$ cat config.mk
export PLATFORM = sky130hd
export DESIGN_NAME = sync_fifo_flags
export DESIGN_NICKNAME = d
export VERILOG_FILES = /design/src/rtl/sync_fifo_flags.sv
export SDC_FILE = /design/constraint.sdc
export NUM_CORES = 1
export LEC_CHECK = 0
export ABC_AREA = 1
export CAP_MARGIN = 25
export CORE_MARGIN = 2
export CORE_UTILIZATION = 60
export CTS_BUF_LIST = sky130_fd_sc_hd__clkbuf_4 sky130_fd_sc_hd__clkbuf_8
export DETAILED_ROUTE_END_ITERATION = 8
export DONT_BUFFER_PORTS = 1
export PLACE_DENSITY = 0.81
export SLEW_MARGIN = 20
export SYNTH_ARGS = -nofsm -noshare
export SYNTH_HDL_FRONTEND = slang
export SYNTH_SLANG_ARGS = --single-unit
$ cat constraint.sdc
create_clock -name clk -period 2.5 [get_ports clk]
set_input_delay 0.375 -clock clk [delete_from_list [all_inputs] [get_ports clk]]
set_output_delay 0.375 -clock clk [all_outputs]
set_load 0.005 [all_outputs]
$ cat src/rtl/sync_fifo_flags.sv
// Single-clock FIFO with simultaneous read/write, registered occupancy count,
// programmable almost-full/almost-empty thresholds and sticky error flags.
module sync_fifo_flags #(
    parameter int unsigned DATA_WIDTH = 8,
    parameter int unsigned FIFO_DEPTH = 16,
    parameter int unsigned AFULL_TH   = 12,
    parameter int unsigned AEMPTY_TH  = 4,
    localparam int unsigned PTR_W     = $clog2(FIFO_DEPTH) + 1,
    localparam int unsigned ADDR_W    = PTR_W - 1
) (
    input  logic                  clk,
    input  logic                  rst,
    input  logic                  wr_en,
    input  logic [DATA_WIDTH-1:0] data_in,
    input  logic                  rd_en,
    input  logic                  clr_err,
    output logic [DATA_WIDTH-1:0] data_out,
    output logic                  rd_valid,
    output logic                  full,
    output logic                  empty,
    output logic                  almost_full,
    output logic                  almost_empty,
    output logic [PTR_W-1:0]      count,
    output logic                  overflow,
    output logic                  underflow
);

    logic [DATA_WIDTH-1:0] mem [FIFO_DEPTH];

    logic [PTR_W-1:0]      wr_ptr_q, wr_ptr_d;
    logic [PTR_W-1:0]      rd_ptr_q, rd_ptr_d;
    logic [PTR_W-1:0]      count_q, count_d;
    logic [DATA_WIDTH-1:0] data_out_q, data_out_d;
    logic                  rd_valid_q, rd_valid_d;
    logic                  overflow_q, overflow_d;
    logic                  underflow_q, underflow_d;

    logic wr_accept;
    logic rd_accept;

    // Flags decode from the registered count only, never from the enables.
    assign full         = (count_q == PTR_W'(FIFO_DEPTH));
    assign empty        = (count_q == '0);
    assign almost_full  = (count_q >= PTR_W'(AFULL_TH));
    assign almost_empty = (count_q <= PTR_W'(AEMPTY_TH));

    assign count     = count_q;
    assign data_out  = data_out_q;
    assign rd_valid  = rd_valid_q;
    assign overflow  = overflow_q;
    assign underflow = underflow_q;

    // NOTE: every signal written here gets a default first, so no path leaves
    // a variable unassigned and no latch is inferred.
    always_comb begin
        wr_ptr_d    = wr_ptr_q;
        rd_ptr_d    = rd_ptr_q;
        count_d     = count_q;
        data_out_d  = data_out_q;
        rd_valid_d  = 1'b0;

        // A full FIFO still takes a write when a read frees a slot this edge.
        rd_accept = rd_en && !empty;
        wr_accept = wr_en && (!full || rd_en);

        if (wr_accept) begin
            wr_ptr_d = wr_ptr_q + PTR_W'(1);
        end
        if (rd_accept) begin
            rd_ptr_d   = rd_ptr_q + PTR_W'(1);
            data_out_d = mem[rd_ptr_q[ADDR_W-1:0]];
            rd_valid_d = 1'b1;
        end

        if (wr_accept && !rd_accept) begin
            count_d = count_q + PTR_W'(1);
        end else if (rd_accept && !wr_accept) begin
            count_d = count_q - PTR_W'(1);
        end

        // A new error in the same cycle as clr_err keeps the flag set.
        overflow_d  = (overflow_q && !clr_err) || (wr_en && !wr_accept);
        underflow_d = (underflow_q && !clr_err) || (rd_en && !rd_accept);
    end

    // NOTE: state registers use non-blocking assignments so every flop samples
    // the pre-edge values regardless of statement order.
    always_ff @(posedge clk or negedge rst) begin
        if (!rst) begin
            wr_ptr_q    <= '0;
            rd_ptr_q    <= '0;
            count_q     <= '0;
            data_out_q  <= '0;
            rd_valid_q  <= 1'b0;
            overflow_q  <= 1'b0;
            underflow_q <= 1'b0;
        end else begin
            wr_ptr_q    <= wr_ptr_d;
            rd_ptr_q    <= rd_ptr_d;
            count_q     <= count_d;
            data_out_q  <= data_out_d;
            rd_valid_q  <= rd_valid_d;
            overflow_q  <= overflow_d;
            underflow_q <= underflow_d;
        end
    end

    // NOTE: storage has no reset; its contents are unreachable until rewritten,
    // and leaving it out lets the array map onto plain RAM.
    always_ff @(posedge clk) begin
        if (wr_accept) begin
            mem[wr_ptr_q[ADDR_W-1:0]] <= data_in;
        end
    end

endmodule
### Word-level counts from Yosys, hierarchy flattened

Memory sizes are Yosys's and may differ from the RTL's. A register that Yosys moved wholly into a read port is not among the register bits.
Cells that the tools add are included.
Widths: inputs -> output; s select.

* register bits after elaboration: 18
* latch bits: 0
* RAM bits: 128
* memory bits (read-only): 0
* input port bits: 13
* output and inout port bits: 20
* word-level logic and storage cells: 38
* memories kept: 1

* $add $sub $neg: 4
* multipliers: 0
* div/mod/pow operators: 0
* magnitude comparators: 2
* eq/ne operators: 1
* shift-type cells: 0
* multiplexer cells: 5
* bitwise operators: 0
* reduce and logical (&&, ||, !) cells: 19

Memory list
* mem: depth 16, width 8, rd ports 1, clocked after Yosys merged registers in 1, wr ports 1, line 28 `logic [DATA_WIDTH-1:0] mem [FIFO_DEPTH];`

Operators with widths (number)
* $add 5x1->5 const B: 3
* $mux 5: 2
* $logic_and 1x1->1: 8
* $logic_not 1->1: 6
* $eq 5x5->1 const B: 1
* $ge 5x4->1 const B: 1
* $le 5x3->1 const B: 1
* $logic_not 5->1: 1
* $sub 5x1->5 const B: 1
* $logic_or 1x1->1: 3
* $mux 1: 3
* $reduce_bool 2->1: 1

### Logic depth before layout (Yosys ltp)

Gate-level depths: netlist (run 1).

* depth in word-level cells: 8
* gate-level depth with buffers: 15

### Worst setup path before layout (run 1)

No wires, ideal clock.

* path type: reg2reg
* start point: register count_q[0] (netlist: count[0])
* end point: register count_q[4] (netlist: count[4])
* setup time: 0.065 ns
* data arrival time: 2.179 ns
* required time: 2.435 ns
* setup slack: 0.256 ns
* stages on the path, launching flop included: 16
* cell sequence: dfrtp_1 nor2_2 nand2_1 nor3_4 nand2_2 nand2_4 inv_4 ha_1 inv_1 ha_1 a21oi_1 nor2_1 nor2_1 xor2_1 nand2_1 nand2_1

* cells in the longest elaborated chain, start to end: 7
* elaborated cells on any way between the ends: 16
* those cells by class: add/sub: 2; eq/ne: 1; mux: 2; reduce/logical: 11

Ends and longest elaborated chain
* from (decl): line 32 `logic [PTR_W-1:0] count_q, count_d;`
* from (signal assigned): line 100 `count_q <= count_d;`
* $eq 5x5->1 *: line 42 `assign full = (count_q == PTR_W'(FIFO_DEPTH));`
* net full: line 19 `output logic full,`
* $logic_not 1->1 *: line 64 `wr_accept = wr_en && (!full || rd_en);`
* $logic_or 1x1->1 *: line 64
* $logic_and 1x1->1 *: line 64
* net wr_accept: line 38 `logic wr_accept;`
* $logic_not 1->1: line 77 `end else if (rd_accept && !wr_accept) begin`
* $logic_and 1x1->1: line 77
* $reduce_bool 2->1 (no line)

Mark *: on every way through the listed nets, which the timed path passes. The rest lies on a longest branch. The select of a mux whose other input is x is not followed.
A chain may end at the register's enable or synchronous reset.

### Final worst setup path (run 1)

* start point: register count_q[2] (netlist: count[2])
* end point: register count_q[4] (netlist: count[4])

Same word-level chain as after synthesis.

==> metrics.txt, run 1 <==
outcome=completed; Tightest Hold Check Type=input pin to flop; CTS Sinks=152; post-route cell area=7460 µm²; Synthesis Warnings=0; Rel. slew slack=52.7%; ANT nets after route=0; Fin. Hold Viols=0; min cycle time layout=2360 ps; final setup violation count=0; multiplexer area fraction after synthesis=0%; Via density=5.52; PD cells=1090 nW/µm²; clk_lat worst skew=450 ps; GRT Overall Usage=25.1%; Fill cells=759; Nets=714; largest family of logic cells by synthesized area=simple AND/OR/NAND/NOR gates; Core Region=10900 µm²; syn avg cell area=10.1 µm²; Clk pin slew, worst setup/hold paths=90 ps; standard-cell rows=38; most frequent cells in the layout=nand2_1, edfxtp_1, inv_1; critical path class=flop to flop; Slew @ Worst Pin=707 ps; XOR/XNOR share of the synthesized area=1.03%; Switch Pwr=3.15 mW; Compound-Gate Fraction of Synth Area=1.27%; Max VDD drop=0.657 mV; Main synth FF type=edfxtp_1; CP Data Required Time=2900 ps; number of CTS-inserted buffers=17; first-pass GRT wire length=22.0 mm; most common cell after layout, fill and taps aside=nand2_1; vias in the first global route=4437; Final Skew=12.6 ps; share of flip-flops with an asynchronous set or reset=15.8%; critical-path maximum fanout=7; hold_ws=16.5 ps; Detailed Route Iter0 Violations=444; layout cells sized above 1=9.94%; Bufs on Longest Clock Path=2; Comb pwr share=34.7%; Placement Setup Slack=18.3 ps; H-tree depth=4; routed length per instance=17.7 µm; RePlAce Congestion=0.935; switching portion of total power=38.8%; Slew Viols, Final=0; antenna violations before repair=1; static leakage=3.29 nW; Die H=110 µm; total die area=12200 µm²; area of the multi-input gates=1770 µm²; Starting Density=62.0%; register area share after synthesis=65.6%; syn_nets=694; Mapped Cells=671; Layout area overhead=10.1%; clock power share=23.4%; die width=110 µm; Mapped Area=6780 µm²; Post-Route WL=14.9 mm; total internal power=4.95 mW; largest net degree at the start of global routing=67; post-layout util=68.2%; Port-buffer cells=0; Crit path largest cell delay=470 ps; element type at the critical path end=flop; Arr. time, crit path=2760 ps; global route overflow=0; library cells used by synthesis=29; vias=4662; FMAX=0.423 GHz; Post-Place Cell Area=6910 µm²; Power, Total=8.10 mW; crit path launch type=flop; Seq cells post-synth=152; DP HPWL=9.30 mm; I/O Pins=33; Crit-path slowest cell=dfrtp_2; share of power burned in registers=41.9%; CTS tree=yes; Setup WS post-layout=136 ps; simple-gate share of the synthesized area=21.4%; Final Cycle Share=94.6%; Sequential Area=4450 µm²; Post-synth EDFFs=128; worst path bufs/invs=3; maxcap violations=0; ANT cells=0; Critical Path, Cell by Cell=inv_2 -> nand2_2 -> nor3_4 -> nand2_2 -> nand2_4 -> inv_4 -> ha_2 -> inv_4 -> ha_4 -> a21oi_1 -> nor2_1 -> nor2_1 -> xor2_1 -> nand2_1 -> nand2_1; # DRC=0; First-pass DRT Iterations=6; clock root cell=clkbuf_8; Post-Synth Adder-Cell Area=1.96%; CP top delay family=simple AND/OR/NAND/NOR gates
-- flip-flops by register name, indices dropped and copies added (netlist names) --
name       flops
count          5
data_out       8
mem          128
overflow       1
rd_ptr_q       4
rd_valid       1
underflow      1
wr_ptr_q       4
-- power groups by stage --
stage,clock [mW],combinational [mW],sequential [mW]
final,1.89,2.81,3.39
after floorplan,0,2.07,3.35
after global routing,2.00,3.11,3.43
after global placement,0,2.56,3.41
after CTS,1.90,2.68,3.37
after detailed placement,0,2.66,3.43
-- cell families (layout without fill, tap and decap cells) --
logic type	Yosys count	in the layout
compound gates	15	15
xor+xnor	8	8
fa+ha+maj	10	10
simple gates	343	343
flops	152	152
buf+inv	143	176
-- cell usage after synthesis (2+ instances only) --
cell / n / area share [%]
nand2_1: 212 / 12
buf_4: 8 / 0.89
edfxtp_1: 128 / 57
buf_2: 16 / 1.2
o21ai_0: 6 / 0.44
xnor2_1: 2 / 0.26
inv_1: 112 / 6.2
nand3_1: 100 / 7.4
nand2_2: 5 / 0.46
xor2_1: 6 / 0.78
nor2_1: 23 / 1.3
dfrtp_1: 24 / 8.9
inv_2: 2 / 0.11
ha_1: 9 / 1.7
clkbuf_1: 2 / 0.11
a21oi_1: 3 / 0.22
-- what timing repair did --
| item | 4_1_cts | 5_1_grt |
|---|---|---|
| buffers inserted | 0 | 2 |
| hold buffers | 1 | 10 |
| setup endpoints to repair | 1 | 2 |
| endpoints found under the hold margin | 24 | 55 |
| pin swaps | 0 | 5 |
| resized for setup | 1 | 9 |
-- worst register-to-register path: cells and delay by family (launching register included) --
kind                       cells  cell delay (ps)
xor gates and xnor gates       1              170
buffers and inverters          3              260
adders and majority gates      2              420
and+or+nand+nor                8              850
AOI/OAI and AO/OA              1              140
DFF                            1              470
-- cell type report --
class / count / share of cell area, %
Sequential cell: 152 / 59.6
Multi-Input combinational cell: 376 / 23.7
Inverter: 116 / 5.90
Clock buffer: 18 / 3.24
Timing Repair Buffer: 28 / 3.12
Tap cell: 140 / 2.35
Clock inverter: 14 / 2.16
-- metrics by stage --
stage / TNS, ps / instances
4_1_cts: 0 / 832
5_1_grt: -10.1 / 844
3_5_place_dp: 0 / 799
2_1_floorplan: 0 / 671
6_report: 0 / 844
3_3_place_gp: 0 / 799
-- layer usage --
metal,wire (µm),track usage [%],up-vias
met5,0,0,-
met4,486,10.9,0
met3,1370,6.53,48
met2,7650,41.5,240
met1,5430,31.4,2189
li1,-,-,2185
-- worst paths after layout --
| path | startpoint | endpoint | slack, ps | cells after the start |
|---|---|---|---|---|
| max | count[2]$_DFFE_PN0P_ | count[4]$_DFFE_PN0P_ | 140 | 15 |
| min | data_in[2] | mem[4][2]$_DFFE_PP_ | 20 | 0 |
| max reg2reg | count[2]$_DFFE_PN0P_ | count[4]$_DFFE_PN0P_ | 140 | 15 |
| min reg2reg | data_out[5]$_DFFE_PN0P_ | data_out[5]$_DFFE_PN0P_ | 520 | 2 |
| max in group asynchronous | rst | rd_ptr_q[0]$_DFFE_PN0P_ | 1660 | 2 |
| min in group asynchronous | rst | count[1]$_DFFE_PN0P_ | 440 | 2 |
Note: power is estimated with default switching activity, not from simulation.
==> inputs of run 2 (changes only) <==
CORE_UTILIZATION = 59   (was 60)
PLACE_DENSITY = 0.83   (was 0.81)
clock period = 2 ns   (was 2.5 ns; I/O delays follow)
==> metrics.txt, run 2 (synthesized netlist as in run 1, its figures left out) <==
TNS Setup=-49.2 ps (was 0 ps); global route overflow=0 (unchanged); Post-Place Cell Area=7010 µm² (was 6910 µm²); Starting Density=59.9% (was 62.0%); number of CTS-inserted buffers=17 (unchanged); Nets=726 (was 714); clk_lat worst skew=460 ps (was 450 ps); Crit path largest cell delay=430 ps (was 470 ps); Core Region=11300 µm² (was 10900 µm²); post-layout util=67.6% (was 68.2%); worst reg2reg path depth=15 (unchanged); layer with the highest usage=met2 (unchanged); reg2reg setup slack=-40 ps (was 140 ps); PD cells=1360 nW/µm² (was 1090 nW/µm²); FMAX=0.491 GHz (was 0.423 GHz); unrepaired setup endpoints after global routing=yes; vias=4710 (was 4662); Tightest Hold Check Type=input pin to flop (unchanged); outcome=complete, but fails checks (was completed); met3 Use GR=7.05% (was 6.53%); most common cell after layout, fill and taps aside=nand2_1 (unchanged); H-tree depth=4 (unchanged); most frequent cells in the layout=nand2_1, edfxtp_1, inv_1 (unchanged); CTS Sinks=152 (unchanged); vias in the first global route=4633 (was 4437); max reg flops=128 (unchanged); Power, Total=10.4 mW (was 8.10 mW); Crit-path slowest cell=dfrtp_2 (unchanged); failing checks=negative setup slack; R2R Path Start=count[0]$_DFFE_PN0P_ (was count[2]$_DFFE_PN0P_); Port-buffer cells=0 (unchanged); Slew Viols, Final=0 (unchanged); final setup violation count=2 (was 0); DP HPWL=9.08 mm (was 9.30 mm); Critical Path, Cell by Cell=nor2_4 -> nand2_2 -> nor3_4 -> nand2_2 -> nand2_4 -> inv_6 -> ha_4 -> inv_6 -> ha_4 -> a21oi_2 -> nor2_1 -> nor2_1 -> xor2_1 -> nand2_1 -> nand2_1 (was inv_2 -> nand2_2 -> nor3_4 -> nand2_2 -> nand2_4 -> inv_4 -> ha_2 -> inv_4 -> ha_4 -> a21oi_1 -> nor2_1 -> nor2_1 -> xor2_1 -> nand2_1 -> nand2_1); I/O Pins=33 (unchanged); Detailed Route Iter0 Violations=407 (was 444); RePlAce Congestion=0.879 (was 0.935); Max VDD drop=1.05 mV (was 0.657 mV); static leakage=3.35 nW (was 3.29 nW); maxcap violations=0 (unchanged); Worst setup startpoint=count[0]$_DFFE_PN0P_ (was count[2]$_DFFE_PN0P_); Die H=111 µm (was 110 µm); GRT Overall Usage=25.4% (was 25.1%); First-pass DRT Iterations=5 (was 6); hold_ws=60.0 ps (was 16.5 ps); total die area=12400 µm² (was 12200 µm²); met1 usage=32.7% (was 31.4%); min-delay src=rd_en (was data_in[2]); CP top delay family=simple AND/OR/NAND/NOR gates (unchanged); worst path bufs/invs=2 (was 3); standard-cell rows=39 (was 38); clock root cell=clkbuf_8 (unchanged); final non-filler cell total=860 (was 844); routed length per instance=17.3 µm (was 17.7 µm); Layout area overhead=12.9% (was 10.1%); M2 GR Usage=41.4% (was 41.5%); ANT nets after route=0 (unchanged); CP Data Required Time=2390 ps (was 2900 ps); post-route cell area=7650 µm² (was 7460 µm²); Via density=5.48 (was 5.52); critical-path maximum fanout=4 (was 7); Slew @ Worst Pin=715 ps (was 707 ps); antenna violations before repair=1 (unchanged); Placement Setup Slack=-144 ps (was 18.3 ps); Bufs on Longest Clock Path=2 (unchanged); first-pass GRT wire length=23.8 mm (was 22.0 mm); Fill cells=779 (was 759); # DRC=0 (unchanged); Setup WS post-layout=-37.5 ps (was 136 ps); Final Cycle Share=102% (was 94.6%); r2r endpoint=count[4]$_DFFE_PN0P_ (unchanged); die width=111 µm (was 110 µm); layout cells sized above 1=14.1% (was 9.94%); Rel. slew slack=52.2% (was 52.7%); min cycle time layout=2040 ps (was 2360 ps); Arr. time, crit path=2430 ps (was 2760 ps); largest net degree at the start of global routing=67 (unchanged); critical path class=flop to flop (unchanged); Fin. Hold Viols=0 (unchanged); Final Skew=9.95 ps (was 12.6 ps); Post-Route WL=14.9 mm (about the same); Clk pin slew, worst setup/hold paths=80 ps (was 90 ps); crit path launch type=flop (unchanged); worst setup path endpoint=count[4]$_DFFE_PN0P_ (unchanged); placed cell count=809 (was 799); critical path depth=15 (unchanged); element type at the critical path end=flop (unchanged); CTS tree=yes (unchanged)
[run 2: timing repair]
action                                 in CTS  in global routing
resized for setup                          16                 10
pin swaps                                   6                  5
setup endpoints to repair                  98                 42
setup buffers                               4                  2
hold buffers                               11                  1
endpoints found under the hold margin     154                 24
cloned                                      0                  0
[run 2: cell type report]
cell class,instances,area [µm²],area share (%)
Inverter,116,445,5.82
Clock inverter,15,165,2.16
Timing Repair Buffer,40,338,4.41
Clock buffer,17,234,3.06
Sequential cell,152,4450,58.1
Antenna cell,1,2.50,0.0327
Tap cell,143,179,2.34
Multi-Input combinational cell,376,1840,24.1
[run 2: layer usage]
metal	part of all wire, %	up-vias
li1	-	2212
met1	38	2180
met2	49	289
met3	10	29
met4	2.0	0
met5	0	-
[run 2: worst register-to-register path: cells and delay by family (launching register included)]
family                     cells  cell delay, ps
buffers and inverters          2             110
AOI/OAI and AO/OA              1             120
DFF                            1             430
adders and majority gates      2             360
xor gates and xnor gates       1             150
and+or+nand+nor                9             820
[run 2: worst min-delay path by stage]
stage / end / slack (ps) / depth (start not counted)
after global placement: data_out[1]$_DFFE_PN0P_ / 5 / 0
after CTS: underflow$_DFF_PN0_ / 40 / 2
final: underflow$_DFF_PN0_ / 60 / 2
after detailed placement: data_out[2]$_DFFE_PN0P_ / 5 / 0
after floorplan: count[0]$_DFFE_PN0P_ / 4 / 0
after global routing: underflow$_DFF_PN0_ / 70 / 2
[run 2: power breakdown]
part / internal (mW) / switching (mW)
Sequential: 3.92 / 0.304
Combinational: 1.31 / 2.58
Clock: 1.13 / 1.20
Total: 6.36 / 4.09
==> inputs of run 3 (changes only) <==
CORE_MARGIN = 1   (was 2)
==> metrics.txt, run 3 (synthesized netlist as in run 1, its figures left out) <==
I/O Pins=33 (unchanged); ANT cells=0 (was 1); Via density=5.57 (was 5.48); RePlAce Congestion=0.925 (was 0.879); area of the multi-input gates=1850 µm² (was 1840 µm²); maxcap violations=0 (unchanged); CP Data Required Time=2380 ps (was 2390 ps); Critical Path, Cell by Cell=nor2_4 -> nand2_2 -> nor3_4 -> nand2_2 -> nand2_4 -> inv_6 -> ha_4 -> inv_6 -> ha_4 -> a21oi_2 -> nor2_1 -> nor2_1 -> xor2_1 -> nand2_1 -> nand2_1 (unchanged); Fill cells=756 (was 779); First-pass DRT Iterations=5 (unchanged); H-tree depth=4 (unchanged); routed length per instance=17.9 µm (was 17.3 µm); Tightest Hold Check Type=input pin to flop (unchanged); failing checks=negative setup slack (unchanged); # DRC=0 (unchanged); Arr. time, crit path=2490 ps (was 2430 ps); clk_lat worst skew=450 ps (was 460 ps); static leakage=3.30 nW (was 3.35 nW); Core Region=11000 µm² (was 11300 µm²); CTS Sinks=152 (unchanged); vias=4749 (was 4710); Layout area overhead=11.4% (was 12.9%); PD cells=1350 nW/µm² (was 1360 nW/µm²); GRT Overall Usage=27.8% (was 25.4%); standard-cell rows=38 (was 39); Detailed Route Iter0 Violations=496 (was 407); hold_ws=75.1 ps (was 60.0 ps); crit path launch type=flop (unchanged); Max VDD drop=0.937 mV (was 1.05 mV); Sequential Area=4450 µm² (unchanged); max reg flops=128 (unchanged); clock root cell=clkbuf_8 (unchanged); Slew Viols, Final=0 (unchanged); Clk pin slew, worst setup/hold paths=80 ps (about the same); Crit path largest cell delay=420 ps (was 430 ps); r2r endpoint=count[4]$_DFFE_PN0P_ (unchanged); CTS tree=yes (unchanged); largest net degree at the start of global routing=43 (was 67); Port-buffer cells=0 (unchanged); outcome=complete, but fails checks (unchanged); Final Skew=8.63 ps (was 9.95 ps); CP top delay family=simple AND/OR/NAND/NOR gates (unchanged); Bufs on Longest Clock Path=2 (unchanged); Die H=109 µm (was 111 µm); vias in the first global route=4667 (was 4633); unrepaired setup endpoints after global routing=yes (unchanged); Worst setup startpoint=count[0]$_DFFE_PN0P_ (unchanged); worst setup path endpoint=count[4]$_DFFE_PN0P_ (unchanged); FMAX=0.475 GHz (was 0.491 GHz); ANT nets after route=0 (unchanged); critical path depth=15 (unchanged); Slew @ Worst Pin=784 ps (was 715 ps); number of CTS-inserted buffers=17 (unchanged); first-pass GRT wire length=23.6 mm (was 23.8 mm); Starting Density=61.4% (was 59.9%); DP HPWL=9.64 mm (was 9.08 mm); min cycle time layout=2110 ps (was 2040 ps); most common cell after layout, fill and taps aside=nand2_1 (unchanged); antenna violations before repair=0 (was 1); R2R Path Start=count[0]$_DFFE_PN0P_ (unchanged); total die area=11900 µm² (was 12400 µm²); final setup violation count=1 (was 2); most frequent cells in the layout=nand2_1, edfxtp_1, inv_1 (unchanged); Rel. slew slack=47.6% (was 52.2%); reg2reg setup slack=-110 ps (was -40 ps); die width=109 µm (was 111 µm); critical-path maximum fanout=4 (unchanged); Final Cycle Share=105% (was 102%); TNS Setup=-107 ps (was -49.2 ps); global route overflow=0 (unchanged); element type at the critical path end=flop (unchanged); Setup WS post-layout=-107 ps (was -37.5 ps); Fin. Hold Viols=0 (unchanged); layout cells sized above 1=13.7% (was 14.1%); Nets=724 (was 726); critical path class=flop to flop (unchanged); post-layout util=68.4% (was 67.6%); Crit-path slowest cell=dfrtp_2 (unchanged); worst path bufs/invs=2 (unchanged); Post-Route WL=15.3 mm (was 14.9 mm); worst reg2reg path depth=15 (unchanged)
[run 3: power breakdown]
part	total (mW)	leakage, nW	internal (mW)	switching [mW]
combinational	3.99	1.69	1.31	2.69
sequential	4.22	1.45	3.92	0.302
clock	1.96	0.159	0.849	1.11
[run 3: cell type report]
class | count | area share, %
Multi-Input combinational cell | 376 | 24.5
Timing Repair Buffer | 38 | 4.11
Clock inverter | 13 | 1.09
Sequential cell | 152 | 58.9
Clock buffer | 18 | 3.20
Inverter | 116 | 5.90
Tap cell | 140 | 2.32
[run 3: metal layers]
layer / GRT usage, % / part of all wire [%] / routed length (µm)
met3: 10.8 / 12 / 1780
met2: 44.6 / 48 / 7340
met4: 14.1 / 4.2 / 645
met1: 32.7 / 36 / 5490
met5: 0 / 0 / 0
[run 3: what timing repair did]
item / 4_1_cts / 5_1_grt
buffers inserted: 2 / 1
endpoints found under the setup margin: 35 / 91
pin swaps: 8 / 6
gates resized for setup: 13 / 18
hold buffers: 11 / 1
endpoints found under the hold margin: 154 / 24
[run 3: worst min path at each step]
stage | startpoint | endpoint | slack (ps) | cells past startpoint
final | rd_en | underflow$_DFF_PN0_ | 80 | 2
after global routing | rd_en | underflow$_DFF_PN0_ | 60 | 2
after CTS | rd_en | underflow$_DFF_PN0_ | 40 | 2
after detailed placement | rst | count[0]$_DFFE_PN0P_ | 5 | 0
after global placement | rst | count[0]$_DFFE_PN0P_ | 5 | 0
after floorplan | rst | count[0]$_DFFE_PN0P_ | 4 | 0
[run 3: metrics by stage]
| stage | power, mW | instance area (µm²) | setup WS [ps] | std cells |
|---|---|---|---|---|
| CTS | 9.99 | 7480 | -121 | 851 |
| global placement | 7.70 | 7010 | -61.0 | 807 |
| global route | 10.7 | 7550 | -225 | 853 |
| floorplan | 6.84 | 6820 | -162 | 671 |
| detailed placement | 7.89 | 7010 | -154 | 807 |
| finish | 10.2 | 7550 | -107 | 853 |
